**src/rtl/mips_noc_if_pkg.sv**
```systemverilog
// Shared definitions for the MIPS core <-> NoC network interface.
// Latency: n/a (types, constants and width helpers only).
// Backpressure: n/a.
// Contents: node-ID width helper, flit field offsets, RX FSM state encoding.
package mips_noc_if_pkg;

  // Node address width: one bit minimum, even for a 1- or 2-node mesh.
  function automatic int calc_id_w(input int num_nodes);
    return (num_nodes <= 2) ? 1 : $clog2(num_nodes);
  endfunction

  // Flit layout, MSB first: {dest, src, data}.
  function automatic int calc_flit_w(input int id_w, input int data_w);
    return data_w + 2 * id_w;
  endfunction

  function automatic int dest_lsb(input int id_w, input int data_w);
    return data_w + id_w;
  endfunction

  function automatic int src_lsb(input int data_w);
    return data_w;
  endfunction

  typedef enum logic [1:0] {
    RX_IDLE = 2'd0,
    RX_WAIT = 2'd1,
    RX_DONE = 2'd2
  } rx_state_e;

endpackage

```
**src/rtl/mips_noc_if_sync_fifo.sv**
```systemverilog
// Synchronous first-word-fall-through FIFO; head entry is visible on rd_dat while !empty.
// Latency: a push at edge N is visible on rd_dat/empty after edge N.
// Backpressure: push ignored while full (even with a same-cycle pop); pop ignored while empty.
// Ports: clk, rst (sync, active high), push/wr_dat, pop, rd_dat, full, empty.
module mips_noc_if_sync_fifo #(
  parameter int WIDTH = 8,
  parameter int DEPTH = 4
) (
  input  logic             clk,
  input  logic             rst,
  input  logic             push,
  input  logic [WIDTH-1:0] wr_dat,
  input  logic             pop,
  output logic [WIDTH-1:0] rd_dat,
  output logic             full,
  output logic             empty
);

  localparam int AW = $clog2(DEPTH);

  // One extra pointer bit distinguishes full from empty when indices match.
  logic [AW:0]      wr_ptr_q, wr_ptr_d;
  logic [AW:0]      rd_ptr_q, rd_ptr_d;
  logic [WIDTH-1:0] mem_q [DEPTH];
  logic             do_push, do_pop;

  always_comb begin
    full     = (wr_ptr_q[AW] != rd_ptr_q[AW]) && (wr_ptr_q[AW-1:0] == rd_ptr_q[AW-1:0]);
    empty    = (wr_ptr_q == rd_ptr_q);
    do_push  = push && !full;
    do_pop   = pop && !empty;
    wr_ptr_d = do_push ? wr_ptr_q + (AW+1)'(1) : wr_ptr_q;
    rd_ptr_d = do_pop  ? rd_ptr_q + (AW+1)'(1) : rd_ptr_q;
    rd_dat   = mem_q[rd_ptr_q[AW-1:0]];
  end

  always_ff @(posedge clk) begin
    if (rst) begin
      wr_ptr_q <= '0;
      rd_ptr_q <= '0;
    end else begin
      wr_ptr_q <= wr_ptr_d;
      rd_ptr_q <= rd_ptr_d;
    end
  end

  // Storage needs no reset: empty pointers hide stale contents.
  always_ff @(posedge clk) begin
    if (do_push) mem_q[wr_ptr_q[AW-1:0]] <= wr_dat;
  end

endmodule

```
**src/rtl/mips_noc_if.sv**
```systemverilog
// Network interface between a pipelined MIPS core and its NoC router port (TX/RX FIFOs, loopback, blocking receive).
// Latency: send visible on noc_tx_* one cycle after accept; receive with data present pulses proc_rx_valid one cycle after req.
// Backpressure: proc_tx_ready drops when the target FIFO is full; noc_rx_ready drops when RX is full or a loopback push owns it.
// Ports: clk/rst; current_node; core send (proc_tx_*), core receive (proc_rx_*, proc_stall);
//        router TX (noc_tx_*), router RX (noc_rx_*); misroute_cnt (saturating count of mis-addressed flits).
module mips_noc_if
  import mips_noc_if_pkg::*;
#(
  parameter int NUM_NODES = 4,
  parameter int DATA_W    = 32,
  parameter int TX_DEPTH  = 4,
  parameter int RX_DEPTH  = 4,
  parameter int TIMEOUT   = 0,
  localparam int ID_W     = calc_id_w(NUM_NODES),
  localparam int FLIT_W   = calc_flit_w(ID_W, DATA_W)
) (
  input  logic              clk,
  input  logic              rst,
  input  logic [ID_W-1:0]   current_node,
  input  logic              proc_tx_valid,
  input  logic [ID_W-1:0]   proc_tx_dest,
  input  logic [DATA_W-1:0] proc_tx_data,
  output logic              proc_tx_ready,
  input  logic              proc_rx_req,
  output logic              proc_stall,
  output logic              proc_rx_valid,
  output logic [DATA_W-1:0] proc_rx_data,
  output logic [ID_W-1:0]   proc_rx_src,
  output logic              proc_rx_tmo,
  output logic [FLIT_W-1:0] noc_tx_flit,
  output logic              noc_tx_valid,
  input  logic              noc_tx_ready,
  input  logic [FLIT_W-1:0] noc_rx_flit,
  input  logic              noc_rx_valid,
  output logic              noc_rx_ready,
  output logic [7:0]        misroute_cnt
);

  localparam int RX_W     = DATA_W + ID_W;              // RX entry: {src, data}
  localparam int DEST_LSB = dest_lsb(ID_W, DATA_W);
  localparam int TMR_W    = (TIMEOUT > 1) ? $clog2(TIMEOUT) : 1;

  logic              tx_full, tx_empty, rx_full, rx_empty;
  logic [FLIT_W-1:0] tx_head;
  logic [RX_W-1:0]   rx_head, rx_wr_dat;
  logic              loop_sel, loop_push, tx_push, tx_pop;
  logic              rx_acc, rx_good, rx_push, rx_pop;

  rx_state_e         state_q, state_d;
  logic [TMR_W-1:0]  timer_q, timer_d;
  logic [DATA_W-1:0] rx_dat_q, rx_dat_d;
  logic [ID_W-1:0]   rx_src_q, rx_src_d;
  logic              rx_tmo_q, rx_tmo_d;
  logic [7:0]        mis_cnt_q, mis_cnt_d;

  // Datapath: loopback mux, TX/RX handshakes, misroute filter.
  always_comb begin
    loop_sel      = (proc_tx_dest == current_node);
    loop_push     = proc_tx_valid && loop_sel && !rx_full;
    tx_push       = proc_tx_valid && !loop_sel && !tx_full;
    proc_tx_ready = loop_sel ? !rx_full : !tx_full;
    // Loopback owns the RX write port, so the router is held off that cycle.
    noc_rx_ready  = !rx_full && !loop_push;
    rx_acc        = noc_rx_valid && noc_rx_ready;
    rx_good       = (noc_rx_flit[DEST_LSB +: ID_W] == current_node);
    rx_push       = loop_push || (rx_acc && rx_good);
    // Low flit bits are already {src, data}, matching the RX entry layout.
    rx_wr_dat     = loop_push ? {current_node, proc_tx_data} : noc_rx_flit[RX_W-1:0];
    noc_tx_valid  = !tx_empty;
    noc_tx_flit   = tx_empty ? '0 : tx_head;
    tx_pop        = !tx_empty && noc_tx_ready;
    mis_cnt_d     = mis_cnt_q;
    if (rx_acc && !rx_good && (mis_cnt_q != 8'hFF)) mis_cnt_d = mis_cnt_q + 8'd1;
  end

  // RX FSM next state; proc_rx_req only matters in IDLE.
  always_comb begin
    state_d  = state_q;
    timer_d  = timer_q;
    rx_dat_d = rx_dat_q;
    rx_src_d = rx_src_q;
    rx_tmo_d = rx_tmo_q;
    rx_pop   = 1'b0;
    case (state_q)
      RX_IDLE: begin
        if (proc_rx_req) begin
          if (!rx_empty) begin
            rx_pop   = 1'b1;
            {rx_src_d, rx_dat_d} = rx_head;
            rx_tmo_d = 1'b0;
            state_d  = RX_DONE;
          end else begin
            timer_d  = '0;
            state_d  = RX_WAIT;
          end
        end
      end
      RX_WAIT: begin
        if (!rx_empty) begin
          rx_pop   = 1'b1;
          {rx_src_d, rx_dat_d} = rx_head;
          rx_tmo_d = 1'b0;
          state_d  = RX_DONE;
        end else if ((TIMEOUT != 0) && (int'(timer_q) == TIMEOUT - 1)) begin
          rx_dat_d = '0;
          rx_src_d = '0;
          rx_tmo_d = 1'b1;
          state_d  = RX_DONE;
        end else begin
          timer_d  = timer_q + TMR_W'(1);
        end
      end
      RX_DONE: state_d = RX_IDLE;
      default: state_d = RX_IDLE;
    endcase
  end

  // RX FSM outputs.
  always_comb begin
    proc_stall    = ((state_q == RX_IDLE) && proc_rx_req) || (state_q == RX_WAIT);
    proc_rx_valid = (state_q == RX_DONE);
    proc_rx_tmo   = (state_q == RX_DONE) && rx_tmo_q;
    proc_rx_data  = rx_dat_q;
    proc_rx_src   = rx_src_q;
    misroute_cnt  = mis_cnt_q;
  end

  always_ff @(posedge clk) begin
    if (rst) begin
      state_q   <= RX_IDLE;
      timer_q   <= '0;
      rx_dat_q  <= '0;
      rx_src_q  <= '0;
      rx_tmo_q  <= 1'b0;
      mis_cnt_q <= '0;
    end else begin
      state_q   <= state_d;
      timer_q   <= timer_d;
      rx_dat_q  <= rx_dat_d;
      rx_src_q  <= rx_src_d;
      rx_tmo_q  <= rx_tmo_d;
      mis_cnt_q <= mis_cnt_d;
    end
  end

  mips_noc_if_sync_fifo #(.WIDTH(FLIT_W), .DEPTH(TX_DEPTH)) u_tx_fifo (
    .clk    (clk),
    .rst    (rst),
    .push   (tx_push),
    .wr_dat ({proc_tx_dest, current_node, proc_tx_data}),
    .pop    (tx_pop),
    .rd_dat (tx_head),
    .full   (tx_full),
    .empty  (tx_empty)
  );

  mips_noc_if_sync_fifo #(.WIDTH(RX_W), .DEPTH(RX_DEPTH)) u_rx_fifo (
    .clk    (clk),
    .rst    (rst),
    .push   (rx_push),
    .wr_dat (rx_wr_dat),
    .pop    (rx_pop),
    .rd_dat (rx_head),
    .full   (rx_full),
    .empty  (rx_empty)
  );

endmodule

```
**config.mk**
```make
export PLATFORM = sky130hd
export DESIGN_NAME = mips_noc_if
export DESIGN_NICKNAME = d
export VERILOG_FILES = /design/src/rtl/mips_noc_if_pkg.sv /design/src/rtl/mips_noc_if_sync_fifo.sv /design/src/rtl/mips_noc_if.sv
export SDC_FILE = /design/constraint.sdc
export NUM_CORES = 1
export LEC_CHECK = 0
export ABC_AREA = 1
export BUFFER_PORTS_ARGS = -buffer_cell sky130_fd_sc_hd__clkbuf_2
export CAP_MARGIN = 25
export CORE_AREA = 10 10 171 173
export CTS_CLUSTER_DIAMETER = 50
export DETAILED_ROUTE_END_ITERATION = 16
export DIE_AREA = 0 0 181 183
export GPL_TIMING_DRIVEN = 0
export PLACE_DENSITY = 0.79
export SYNTH_ARGS = -nofsm -noshare
export SYNTH_HDL_FRONTEND = slang
export SYNTH_SLANG_ARGS = --single-unit
```
**constraint.sdc**
```tcl
create_clock -name clk -period 5.9 [get_ports clk]
set_clock_uncertainty 0.2 [all_clocks]
set_input_delay 1.18 -clock clk [delete_from_list [all_inputs] [get_ports clk]]
set_output_delay 1.18 -clock clk [all_outputs]
set_load 0.05 [all_outputs]
```
# Yosys cells after proc, flatten, opt, wreduce, memory -nomap -nowiden
# Memory sizes are Yosys's and may differ from the RTL's. A register that Yosys moved wholly into a read port is not among the register bits.
# Index checks and enable logic that the tools add are counted.
[classes]
n_addsub = 5
n_eq_ne = 13
n_mux = 27
n_reduce_logical = 31
[ops]
columns = ["op", "n"]
rows = [
  ["two-way mux 32 bit", 2],
  ["one-hot mux 32 bit (2 select lines)", 1],
  ["two-way mux 36 bit", 1],
  ["two-way mux 34 bit", 1],
  ["logical AND 1 bit", 18],
  ["two-way mux 2 bit", 9],
  ["adder 3 x 1 -> 3 bit (second input constant)", 4],
  ["two-way mux 1 bit", 9],
  ["adder 8 x 1 -> 8 bit (second input constant)", 1],
  ["== test 2 bit", 4],
  ["inequality test 8 bit (second input constant)", 1],
  ["one-hot mux 2 bit (2 select lines)", 2],
  ["logical NOT 1 bit", 7],
  ["== test 3 bit", 2],
  ["inequality test 2 bit (second input constant)", 2],
  ["one-hot mux 1 bit (2 select lines)", 2],
  ["AND reduction 2 bit", 2],
  ["== test 2 x 1 -> 1 bit (second input constant)", 1],
  ["== test 2 bit (second input constant)", 1],
  ["logical NOT 2 bit", 1],
  ["logical OR 1 bit", 2],
  ["inequality test 1 bit", 2],
  ["nonzero test 2 bit", 1],
]
[word_totals]
regBits = 57
mem_bits_rw = 280
in_bits = 78
output_inout_bits = 84
elab_cells = 87
n_memories = 2
[mem_list]
columns = ["memory", "depth", "width", "rd", "rd_ports_with_merged_regs", "write_ports", "line_no", "rtl"]
rows = [
  ["u_tx_fifo.mem_q", 4, 36, 1, 1, 1, "mips_noc_if_sync_fifo.sv:24", "logic [WIDTH-1:0] mem_q [DEPTH];"],
  ["u_rx_fifo.mem_q", 4, 34, 1, 1, 1, "mips_noc_if_sync_fifo.sv:24", ""],
]

# Logic depth before layout (Yosys ltp)
# Gate-level depths: netlist of run 1.
[logic_depth]
word_depth = 12
ltp_mapped = 11

# Modules after synthesis
# Synthesis of run 1 repeated with hierarchy kept, for this count alone.
[hier_totals]
hier_cells = 1267
hier_area_um2 = 14093.5
[modules_own_cells]
columns = ["mod", "instances", "cells_each", "area_each_um2", "seq_area_each_um2"]
rows = [
  ["mips_noc_if_sync_fifo at u_tx_fifo", 1, 424, 5853.1, 4484.3],
  ["mips_noc_if_sync_fifo at u_rx_fifo", 1, 404, 5552.8, 4244.1],
  ["mips_noc_if", 1, 439, 2687.6, 900.9],
]

# Worst setup path after synthesis of run 1
# Ideal clock, no wire load.
[synth_timing]
path_type = "input -> register"
startpoint = "in current_node[1]"
endpoint = "mem u_rx_fifo.mem_q[0][0] (netlist bit), enable pin"
setup_ps = 426
t_arrival_ps = 3361
required_ps = 5274
setup_slack_ps = 1913
stages = 10
n_path_buf = 1
cell_sequence = "inv_1 > nand2_1 > nand2_1 > nand3_2 > inv_2 > nand2_4 > buf_6 > nand2_4 > inv_4 > nor2_1"
[synth_via]
elab_chain_len = 11
word_cells_on_any_way = 12
cone_classes = "2 x eq/ne; 2 x mux; 8 x reduce/logical"
[synth_rtl]
columns = ["item", "line_no", "rtl"]
rows = [
  ["from (decl)", "mips_noc_if.sv:19", "input logic [ID_W-1:0] current_node,"],
  ["== test 2 bit", "mips_noc_if.sv:58", "loop_sel = (proc_tx_dest == current_node);"],
  ["logical AND 1 bit (2 in series)", "mips_noc_if.sv:59", "loop_push = proc_tx_valid && loop_sel && !rx_full;"],
  ["logical NOT 1 bit", "mips_noc_if.sv:63", "noc_rx_ready = !rx_full && !loop_push;"],
  ["logical AND 1 bit", "mips_noc_if.sv:63", ""],
  ["logical AND 1 bit", "mips_noc_if.sv:64", "rx_acc = noc_rx_valid && noc_rx_ready;"],
  ["logical AND 1 bit", "mips_noc_if.sv:66", "rx_push = loop_push || (rx_acc && rx_good);"],
  ["logical OR 1 bit (*)", "mips_noc_if.sv:66", ""],
  ["logical AND 1 bit (*)", "mips_noc_if_sync_fifo.sv:30", "do_push = push && !full;"],
  ["two-way mux 1 bit (*)", "mips_noc_if_sync_fifo.sv:49", "if (do_push) mem_q[wr_ptr_q[AW-1:0]] <= wr_dat;"],
  ["two-way mux 1 bit (implied by the code) (*)", "mips_noc_if_sync_fifo.sv:49", ""],
  ["to (decl)", "mips_noc_if_sync_fifo.sv:24", ""],
]
# Mark *: on every way between the ends. The rest lies on a longest branch, timed or not.

==> results of run 1 <==
-- cell usage in the layout (no fill, tap or decap), types with 8 or more instances in the layout --
cell,count
a21oi_1,11
buf_2,16
buf_6,11
clkbuf_1,42
clkbuf_16,37
clkbuf_2,160
clkinv_1,8
dfxtp_1,61
edfxtp_1,280
ha_1,11
inv_1,65
mux2_4,32
mux2i_1,34
nand2_1,84
nand3_1,8
nor2_1,233
nor2_4,9
o21ai_0,109
o22ai_1,34
o32ai_1,36
-- path summary, 6_finish.rpt --
check / startpoint / end / depth (start not counted) / slack [ns]
worst max-delay path: register / noc_tx_flit[11] / 8 / 2.01
worst min-delay path: state_q[1] / state_q[0] / 1 / 0.27
worst max register to register: u_rx_fifo.wr_ptr_q[1] / u_rx_fifo.mem_q[3][18] / 9 / 3.31
worst min register to register: state_q[1] / state_q[0] / 1 / 0.27
-- layout make-up --
type	count	area share
clock buffers	45	0.05787
clock inverters	17	0.008256
flip-flops and latches	341	0.5829
repair buffers	168	0.06044
diodes	1	0.0001515
well taps	335	0.02537
multi-input cells	642	0.2266
inverters	72	0.01651
plain buffers	64	0.02189
-- sequential cells by signal (all words and copies together), names as in the netlist, 3 cells and up, named ones only --
signal              flops
misroute_cnt            8
proc_rx_data           32
u_rx_fifo.mem_q       136
u_rx_fifo.rd_ptr_q      3
u_rx_fifo.wr_ptr_q      3
u_tx_fifo.mem_q       144
u_tx_fifo.rd_ptr_q      3
u_tx_fifo.wr_ptr_q      3
-- per-layer routing --
metal / track usage / vias to the layer above
li1: - / 4378
met1: 0.2532 / 4606
met2: 0.3482 / 479
met3: 0.04154 / 59
met4: 0.06378 / 2
met5: 0 / -
-- stage by stage --
| stage | cell area [sq um] | hold slack [ns] | util | cells |
|---|---|---|---|---|
| 6_report | 16520 | 0.2653 | 0.6412 | 1685 |
| 5_1_grt | 16520 | 0.2876 | 0.6412 | 1685 |
| 4_1_cts | 16520 | 0.2628 | 0.6411 | 1684 |
| 3_5_place_dp | 15420 | 0.2424 | 0.5987 | 1622 |
| 3_3_place_gp | 15170 | 0.2361 | 0.5887 | 1614 |
| 2_1_floorplan | 13950 | 0.2230 | - | 1119 |
-- cell families (layout without fill, tap and decap cells) --
family                   Yosys count  in the layout
AND/OR/NAND/NOR                  354            354
XOR/XNOR                          10             10
buffers and inverters            136            366
multiplexers                      66             66
AO/OA/AOI/OAI                    201            201
flip-flops                       341            341
adder cells (fa/ha/maj)           11             11
other                              0              1
-- report_power, final --
group | switching (mW) | total, mW | internal [mW]
combinational | 1.74 | 2.34 | 0.600
clock | 0.881 | 2.11 | 1.23
sequential | 0.0883 | 2.90 | 2.81
total | 2.71 | 7.35 | 4.65
==> results by group, run 1 <==
Clock network
  • Worst-path clk slew: about 0.060 ns
  • CTS tree: yes
  • Max Root-Sink Buffers: 3
  • CTS buffer count: 35
  • Clk sinks: 341
  • Post-CTS resize count: 0
  • Latest clock arrival within the worst-skew pair: 0.51 ns
  • Root Driver: clkbuf_16
  • Postcts setup bufs: 0
  • Hold-fix buffers, CTS: 0
  • H-tree Lvls: 2

Critical path
  • CP peak stage delay: between 0.4 and 0.5 ns
  • CP arrival: around 2.5 ns
  • Critical path's top delay family: buffers and inverters
  • WS Path Type: register to output pin
  • Critical path endpoint category: output pin
  • Worst setup SP type: register
  • Critical path required time: between 4 and 5 ns
  • Slowest stage cell, crit path: clkbuf_1
  • Worst-path maximum fanout: 10
  • Crit path buffers/inverters: 5
  • CP Cell Sequence: buf_2 > inv_2 > clkbuf_1 > nor2_1 > o32ai_1 > nand2_1 > inv_1 > clkbuf_2

Floorplan
  • Starting Density: 0.5414
  • Die ar.: roughly 33000 sq um
  • Die W: 181 um
  • I/O Pins: roughly 160
  • Die Y: 183 um
  • Core area: around 26000 sq um
  • Core Rows: between 50 and 60

Layout
  • Layout cells sized above 1: 0.2291
  • Fillcell total: roughly 1.8k
  • Area growth syn-to-layout: 18.44%
  • Area occupied by multi-input gates: ~3700 sq um
  • Nets: about 1.4k
  • Register Area: 9629 sq um

Synth
  • Post-synth top cells: 280 x edfxtp_1, 241 x nor2_1, 109 x o21ai_0, 84 x nand2_1, 65 x inv_1
  • YS warnings: 0
  • Most frequent cell after synthesis: edfxtp_1
  • Mean Syn Cell Area: 12.46 sq um
  • Synth top area share: 0.6029
  • Compound-Gate Fraction of Synth Area: 0.08594
  • Post-synthesis cell type count: 37
  • Post-synth EDFFs: 280
  • Mux contribution to synthesized area: 0.05885
  • Synth Area in Adders: 0.009868
  • Syn Inst Count: roughly 1.1k
  • Synthesized area: between 10000 and 15000 sq um
  • Synth Area in XOR/XNOR: 0.006818
  • Largest area contributor in the netlist: edfxtp_1
  • Post-Synth Simple-Gate Area: 0.1026
  • Async set or reset register ratio after synthesis: 0
  • Top cells by area, synth: edfxtp_1 60%, dfxtp_1 8.8%, nor2_1 6.5%
  • Largest family of logic cells by synthesized area: simple AND/OR/NAND/NOR gates
  • Syn nets: approximately 1.2k
  • Synth Register Bits: 341
  • Sequential share of the synthesized area: 0.6904
  • Synth Flop Type: edfxtp_1

Global route
  • First-pass GRT wire length: about 53000 um
  • Vias in the first global route: around 9.8k
  • Total GRT Usage: 0.2027
  • Grt ovf: 0
  • Largest net degree at the start of global routing: 28
  • Initial antenna violation count: 2

Pwr
  • Leak: 6.476 nW
  • Peak supply drop: ~0.31 mV
  • Power per Cell Area: 445.2 nW/um^2
  • Power Total: about 7.4 mW

Detailed routing
  • Avg WL per Cell: approximately 21 um
  • Detailed-route wire length: approximately 35000 um
  • Met1 wire length: 13790 um
  • Final ANT Viol Nets: 0
  • Vias: approximately 9.5k
  • Met2 wire length: about 18000 um
  • Detailed Routing Iterations Pass 1: 5
  • Initial DRC count: roughly 870
  • # DRC: 0
  • Highest routed layer: met5
  • Met3 wire len: roughly 3200 um
  • Vias per cell: between 5 and 6

Min path
  • Hold Path Class: register to register

Timing
  • Worst setup margin: about 2.0 ns
  • Worst rel slew slack: 0.5321
  • Final setup viols: 0
  • F_max: about 260 MHz
  • Max Slew Vio Count: 0
  • Unrepaired setup endpoints after global routing: no
  • Fin crit period: 3.890 ns
  • Final Cycle Share: 0.6593
  • Hold Fails Final Rpt: 0
  • Slew @ Worst Pin: between 0.6 and 0.7 ns
  • Total negative setup slack: 0 ns

Run
  • Max Cap Violations: 0

Placement
  • Port bufs: 160
  • GP Congestion: slightly above 0.8
  • Dpl ws: 2.294 ns
  • DP HPWL: ~24000 um

Run status
  • Outcome: completed
Note: power is estimated with default switching activity, not from simulation.
==> run 2, diff against run 1 <==
CORE_AREA = 10 10 174 176   (was 10 10 171 173)
DIE_AREA = 0 0 184 186   (was 0 0 181 183)
clock period = 3.4 ns   (was 5.9 ns; I/O delays follow)
==> run 2 against run 1 <==
Against the previous run: utilization shrank 2.1 points; die area grew 3.3%; count of clock-buffer cells in the layout down 2; largest cell class unchanged; total power increased by 75%; wire length down 0.56%; flip-flop and latch count is the same; hold slack lost 0.065 ns; worst setup slack got worse by 1.9 ns.
==> results by group, run 2 (synthesized netlist as in run 1, its figures left out) <==
Run status
  • Outcome: completed

Clock network
  • Max Root-Sink Buffers: 3
  • Root Driver: clkbuf_16
  • Postcts setup bufs: 0
  • H-tree Lvls: 2
  • Post-CTS resize count: 3
  • CTS tree: yes
  • CTS buffer count: 35
  • Latest clock arrival within the worst-skew pair: 0.52 ns
  • Worst-path clk slew: approximately 0.06 ns
  • Clk sinks: around 340
  • Hold-fix buffers, CTS: 0

Timing
  • Hold Fails Final Rpt: 0
  • Final Cycle Share: 0.9614
  • Final setup viols: 0
  • Fin crit period: 3.269 ns
  • Worst rel slew slack: 0.4771
  • Slew @ Worst Pin: 0.7761 ns
  • Total negative setup slack: 0 ns
  • Unrepaired setup endpoints after global routing: no
  • F_max: slightly above 300 MHz
  • Worst setup margin: around 0.13 ns
  • Max Slew Vio Count: 0

Critical path
  • Worst setup SP type: register
  • Worst reg2reg setup slack: 0.90 ns
  • WS Path Type: register to output pin
  • Reg-to-reg endpoint: u_rx_fifo.mem_q[0][13]
  • CP arrival: roughly 2.4 ns
  • Worst reg2reg startpoint: u_rx_fifo.wr_ptr_q[1]
  • R2R cell count: 9
  • Critical path required time: roughly 2.5 ns
  • Critical path endpoint category: output pin
  • Worst-path maximum fanout: 10

Min path
  • Hold Path Class: input pin to register
  • Hold Crit Start: proc_tx_data[20]
  • Cell depth of the worst min-delay path: 1
  • WHS Endpoint: u_tx_fifo.mem_q[2][20]

Floorplan
  • Core Rows: 60
  • Die Y: between 150 and 200 um
  • Die W: roughly 180 um
  • Core area: 26730 sq um
  • I/O Pins: ~160
  • Starting Density: 0.5219
  • Die ar.: ~34000 sq um

Layout
  • Layout cells sized above 1: 0.2404
  • Nets: about 1.4k
  • Register Area: roughly 9600 sq um
  • Fillcell total: ~2.0k
  • Area occupied by multi-input gates: about 3800 sq um
  • Area growth syn-to-layout: 18.89%
  • Most frequent cells in the layout: 280 x edfxtp_1, 233 x nor2_1, 173 x clkbuf_2
  • Antenna cells: 0
  • Commonest non-fill, non-tap cell in the layout: edfxtp_1
  • Largest register FFs: 144

Detailed routing
  • Detailed-route wire length: 35040 um
  • Initial DRC count: ~900
  • Final ANT Viol Nets: 0
  • Detailed Routing Iterations Pass 1: 5
  • Vias: between 9k and 10k
  • Avg WL per Cell: 20.74 um
  • # DRC: 0
  • Vias per cell: approximately 5.6

Pwr
  • Leak: between 6 and 7 nW
  • Power Total: 12.90 mW
  • Power per Cell Area: slightly below 800 nW/um^2
  • Peak supply drop: 0.4379 mV

Global route
  • Total GRT Usage: 0.2006
  • Initial antenna violation count: 1
  • Largest net degree at the start of global routing: 29
  • First-pass GRT wire length: 53310 um
  • Grt ovf: 0
  • Vias in the first global route: slightly below 10k

Placement
  • Dpl ws: ~0.36 ns
  • Port bufs: 160
  • GP Congestion: around 0.84
  • DP HPWL: approximately 24000 um

Run
  • Max Cap Violations: 0
[run 2: changes by cell type in the layout (fill, tap and decap cells not counted), sizes merged]
cell	delta
clkbuf	-2
inv	+2
clkinv	-2
clkinvlp	-1
diode	-1
bufinv	+2
[run 2: worst max-delay path by stage]
stage,start,endpoint,cells past startpoint
final,register,noc_tx_flit[9],8
after global routing,register,noc_tx_flit[28],7
after CTS,register,noc_tx_flit[21],8
after detailed placement,current_node[1],u_rx_fifo.mem_q[0][13],12
after global placement,current_node[1],u_tx_fifo.mem_q[0][18],9
after floorplan,current_node[1],u_rx_fifo.mem_q[0][0],10
[run 2: critical path: stages, from the launching register on]
cell and delay [ns]:
dfxtp_1 0.31, buf_2 0.20, inv_2 0.20, buf_2 0.29, nor2_1 0.08, o32ai_1 0.29, nand2_1 0.15, inv_1 0.08
clkbuf_2 0.27
[run 2: stage by stage]
stage	utilization	hold WS (ns)	cell area, sq um	instances
6_report	0.6205	0.2005	16580	1689
5_1_grt	0.6205	0.1862	16580	1689
4_1_cts	0.6197	0.1810	16560	1689
3_5_place_dp	0.5769	0.2468	15420	1628
3_3_place_gp	0.5678	0.2359	15170	1620
2_1_floorplan	-	0.2230	13950	1119
[run 2: metal layers]
metal  share of wire  wire, um  global-route usage  vias up
met5         0.00057        20                   0        -
met1            0.39     13740              0.2498     4572
met2            0.50     17690              0.3438      424
met4           0.023       808             0.06719        2
li1                -         -                   -     4374
met3           0.079      2784             0.03841       66
[run 2: power by group]
group	total [mW]	internal [mW]	leakage (nW)	switching [mW]
registers	5.04	4.88	3.05	0.153
clock network	3.80	2.27	0.558	1.53
logic	4.06	1.05	2.93	3.01
total	12.9	8.20	6.54	4.70
[run 2: cell type report]
cell class	count	share of cell area
buffer	64	0.02279
clock inverter	18	0.01230
tap	341	0.02573
clock buffer	43	0.05652
inverter	72	0.01645
sequential	341	0.5807
multi-input combinational	642	0.2262
timing repair buffer	168	0.05931
==> run 3, diff against run 2 <==
CORE_AREA = 10 10 198 200   (was 10 10 174 176)
DIE_AREA = 0 0 208 210   (was 0 0 184 186)
PLACE_DENSITY = 0.64   (was 0.79)
RECOVER_POWER = 25   (was unset)
SLEW_MARGIN = 20   (was unset)
==> run 3 against run 2 <==
Against the previous run: count of clock-buffer cells in the layout up 9; critical endpoint is now noc_tx_flit[25]; global-route usage down 4.1 points; sequential share of layout area down 0.48 points; worst setup slack worse by 0.024 ns; die area up 28%; fmax down 0.73%; highest routed layer unchanged.
==> results by group, run 3 (synthesized netlist as in run 1, its figures left out) <==
Detailed routing
  • Vias per cell: between 4 and 5
  • # DRC: 0
  • Detailed-route wire length: roughly 36000 um
  • Detailed Routing Iterations Pass 1: 5
  • Avg WL per Cell: between 15 and 20 um
  • Initial DRC count: 520
  • Vias: around 9k
  • Final ANT Viol Nets: 0

Timing
  • Total negative setup slack: 0 ns
  • Final setup viols: 0
  • Slew @ Worst Pin: 1.002 ns
  • Fin crit period: 3.293 ns
  • F_max: ~300 MHz
  • Worst rel slew slack: 0.3317
  • Final Cycle Share: 0.9685
  • Worst setup margin: between 0.1 and 0.15 ns
  • Unrepaired setup endpoints after global routing: yes
  • Max Slew Vio Count: 0
  • Hold Fails Final Rpt: 0
  • Hold WS: 0.2492 ns

Clock network
  • Clk sinks: approximately 340
  • Worst-path clk slew: approximately 0.06 ns
  • CTS tree: yes
  • Latest clock arrival within the worst-skew pair: 0.52 ns
  • Max Root-Sink Buffers: 3
  • H-tree Lvls: 2
  • CTS buffer count: 38
  • Root Driver: clkbuf_16
  • Hold-fix buffers, CTS: 0

Layout
  • Final core occ: 0.4747
  • Layout cells sized above 1: 0.2043
  • Register Area: between 9000 and 10000 sq um
  • Fillcell total: 3219
  • Nets: about 1.4k
  • Commonest non-fill, non-tap cell in the layout: edfxtp_1
  • Area growth syn-to-layout: 19.88%
  • Area occupied by multi-input gates: 3714 sq um
  • Final Non-Filler Cells: between 1.5k and 2k
  • Most frequent cells in the layout: 280 x edfxtp_1, 233 x nor2_1, 132 x clkbuf_2
  • Final Cell Area: 16720 sq um
  • Largest register FFs: ~140

Placement
  • Port bufs: 160
  • GP Congestion: between 0.8 and 0.9
  • Cell total after placement: between 1.5k and 2k
  • Placed inst area: 15600 sq um
  • Dpl ws: between 0.2 and 0.3 ns
  • DP HPWL: ~25000 um

Critical path
  • Critical path required time: roughly 2.5 ns
  • CP arrival: between 2 and 2.5 ns
  • CP peak stage delay: between 0.4 and 0.5 ns
  • Critical path's top delay family: buffers and inverters
  • WS Path Type: register to output pin
  • Crit path buffers/inverters: 4
  • Critical path endpoint category: output pin
  • Slowest stage cell, crit path: clkbuf_1
  • R2R cell count: 10
  • Reg-to-reg endpoint: u_rx_fifo.mem_q[0][15]
  • CP Cell Sequence: buf_2 > clkbuf_1 > nor2_1 > o32ai_1 > nand2_1 > inv_1 > clkbuf_2
  • Worst-path maximum fanout: 10
  • Worst setup SP type: register
  • Worst reg2reg startpoint: u_rx_fifo.wr_ptr_q[1]
  • Worst reg2reg setup slack: between 0.5 and 0.6 ns

Global route
  • Vias in the first global route: 9340
  • Initial antenna violation count: 3
  • Total GRT Usage: 0.1595
  • Grt ovf: 0
  • First-pass GRT wire length: roughly 55000 um
  • Largest net degree at the start of global routing: 25

Pwr
  • Comb pwr share: 0.309
  • Power Total: approximately 13 mW
  • Internal power: 8.238 mW
  • Power per Cell Area: 779.7 nW/um^2
  • Leak: roughly 6.4 nW
  • Sequential share of power: 0.386
  • Switch Pwr: 4.799 mW
  • Clock share of power: 0.304
  • Switching power share of the total: 0.3681
  • Peak supply drop: around 0.39 mV

Floorplan
  • Core Rows: between 60 and 70
  • Die ar.: between 40000 and 50000 sq um
  • Starting Density: 0.3960
  • Core area: ~35000 sq um
  • I/O Pins: between 150 and 200
  • Die W: between 200 and 250 um
  • Die Y: roughly 210 um

Min path
  • Cell depth of the worst min-delay path: 2
  • WHS Endpoint: rx_tmo_q
  • Hold Path Class: register to register
  • Hold Crit Start: rx_tmo_q

Run
  • Max Cap Violations: 0

Run status
  • Outcome: completed
run 3: how the worst max path moves through the flow:
stage / from / endpoint / depth (start not counted)
6_report: register / noc_tx_flit[25] / 7
2_1_floorplan: current_node[1] / u_rx_fifo.mem_q[0][0] / 10
5_1_grt: register / noc_tx_flit[27] / 7
3_3_place_gp: current_node[1] / u_tx_fifo.mem_q[0][17] / 9
3_5_place_dp: current_node[1] / u_rx_fifo.mem_q[0][13] / 12
4_1_cts: register / noc_tx_flit[25] / 8
run 3: area by class of cell:
| cell class | count | area share |
|---|---|---|
| Sequential cell | 341 | 0.5759 |
| Multi-Input combinational cell | 642 | 0.2221 |
| Clock buffer | 52 | 0.06256 |
| Timing Repair Buffer | 169 | 0.05822 |
| Tap cell | 461 | 0.03450 |
| Buffer | 63 | 0.02035 |
| Inverter | 72 | 0.01631 |
| Clock inverter | 17 | 0.009728 |
| Antenna cell | 2 | 0.0002993 |
run 3: power by group through the flow:
stage	clock, mW	sequential (mW)	combinational, mW
after global placement	0	5.12	4.05
final	3.97	5.04	4.03
after CTS	4.03	5.03	4.14
after detailed placement	0	5.12	4.12
after floorplan	0	5.66	2.32
after global routing	4.21	5.08	4.36
run 3: worst register-to-register path, delay by kind of cell (launching register included):
kind | cells | cell delay, ns
AND/OR/NAND/NOR | 6 | 1.17
buffers and inverters | 4 | 0.84
flip-flops | 1 | 0.39
run 3: layer usage:
| layer | wire length, um | vias up | track usage |
|---|---|---|---|
| met1 | 15710 | 4382 | 0.2113 |
| met5 | 13 | - | 0 |
| li1 | - | 4379 | - |
| met3 | 2137 | 50 | 0.03134 |
| met2 | 17360 | 256 | 0.2592 |
| met4 | 721 | 2 | 0.05047 |
run 3: repair_timing:
action / CTS / global route
buffers inserted: 0 / 0
setup endpoints to repair: 5 / 30
resized for setup: 2 / 10
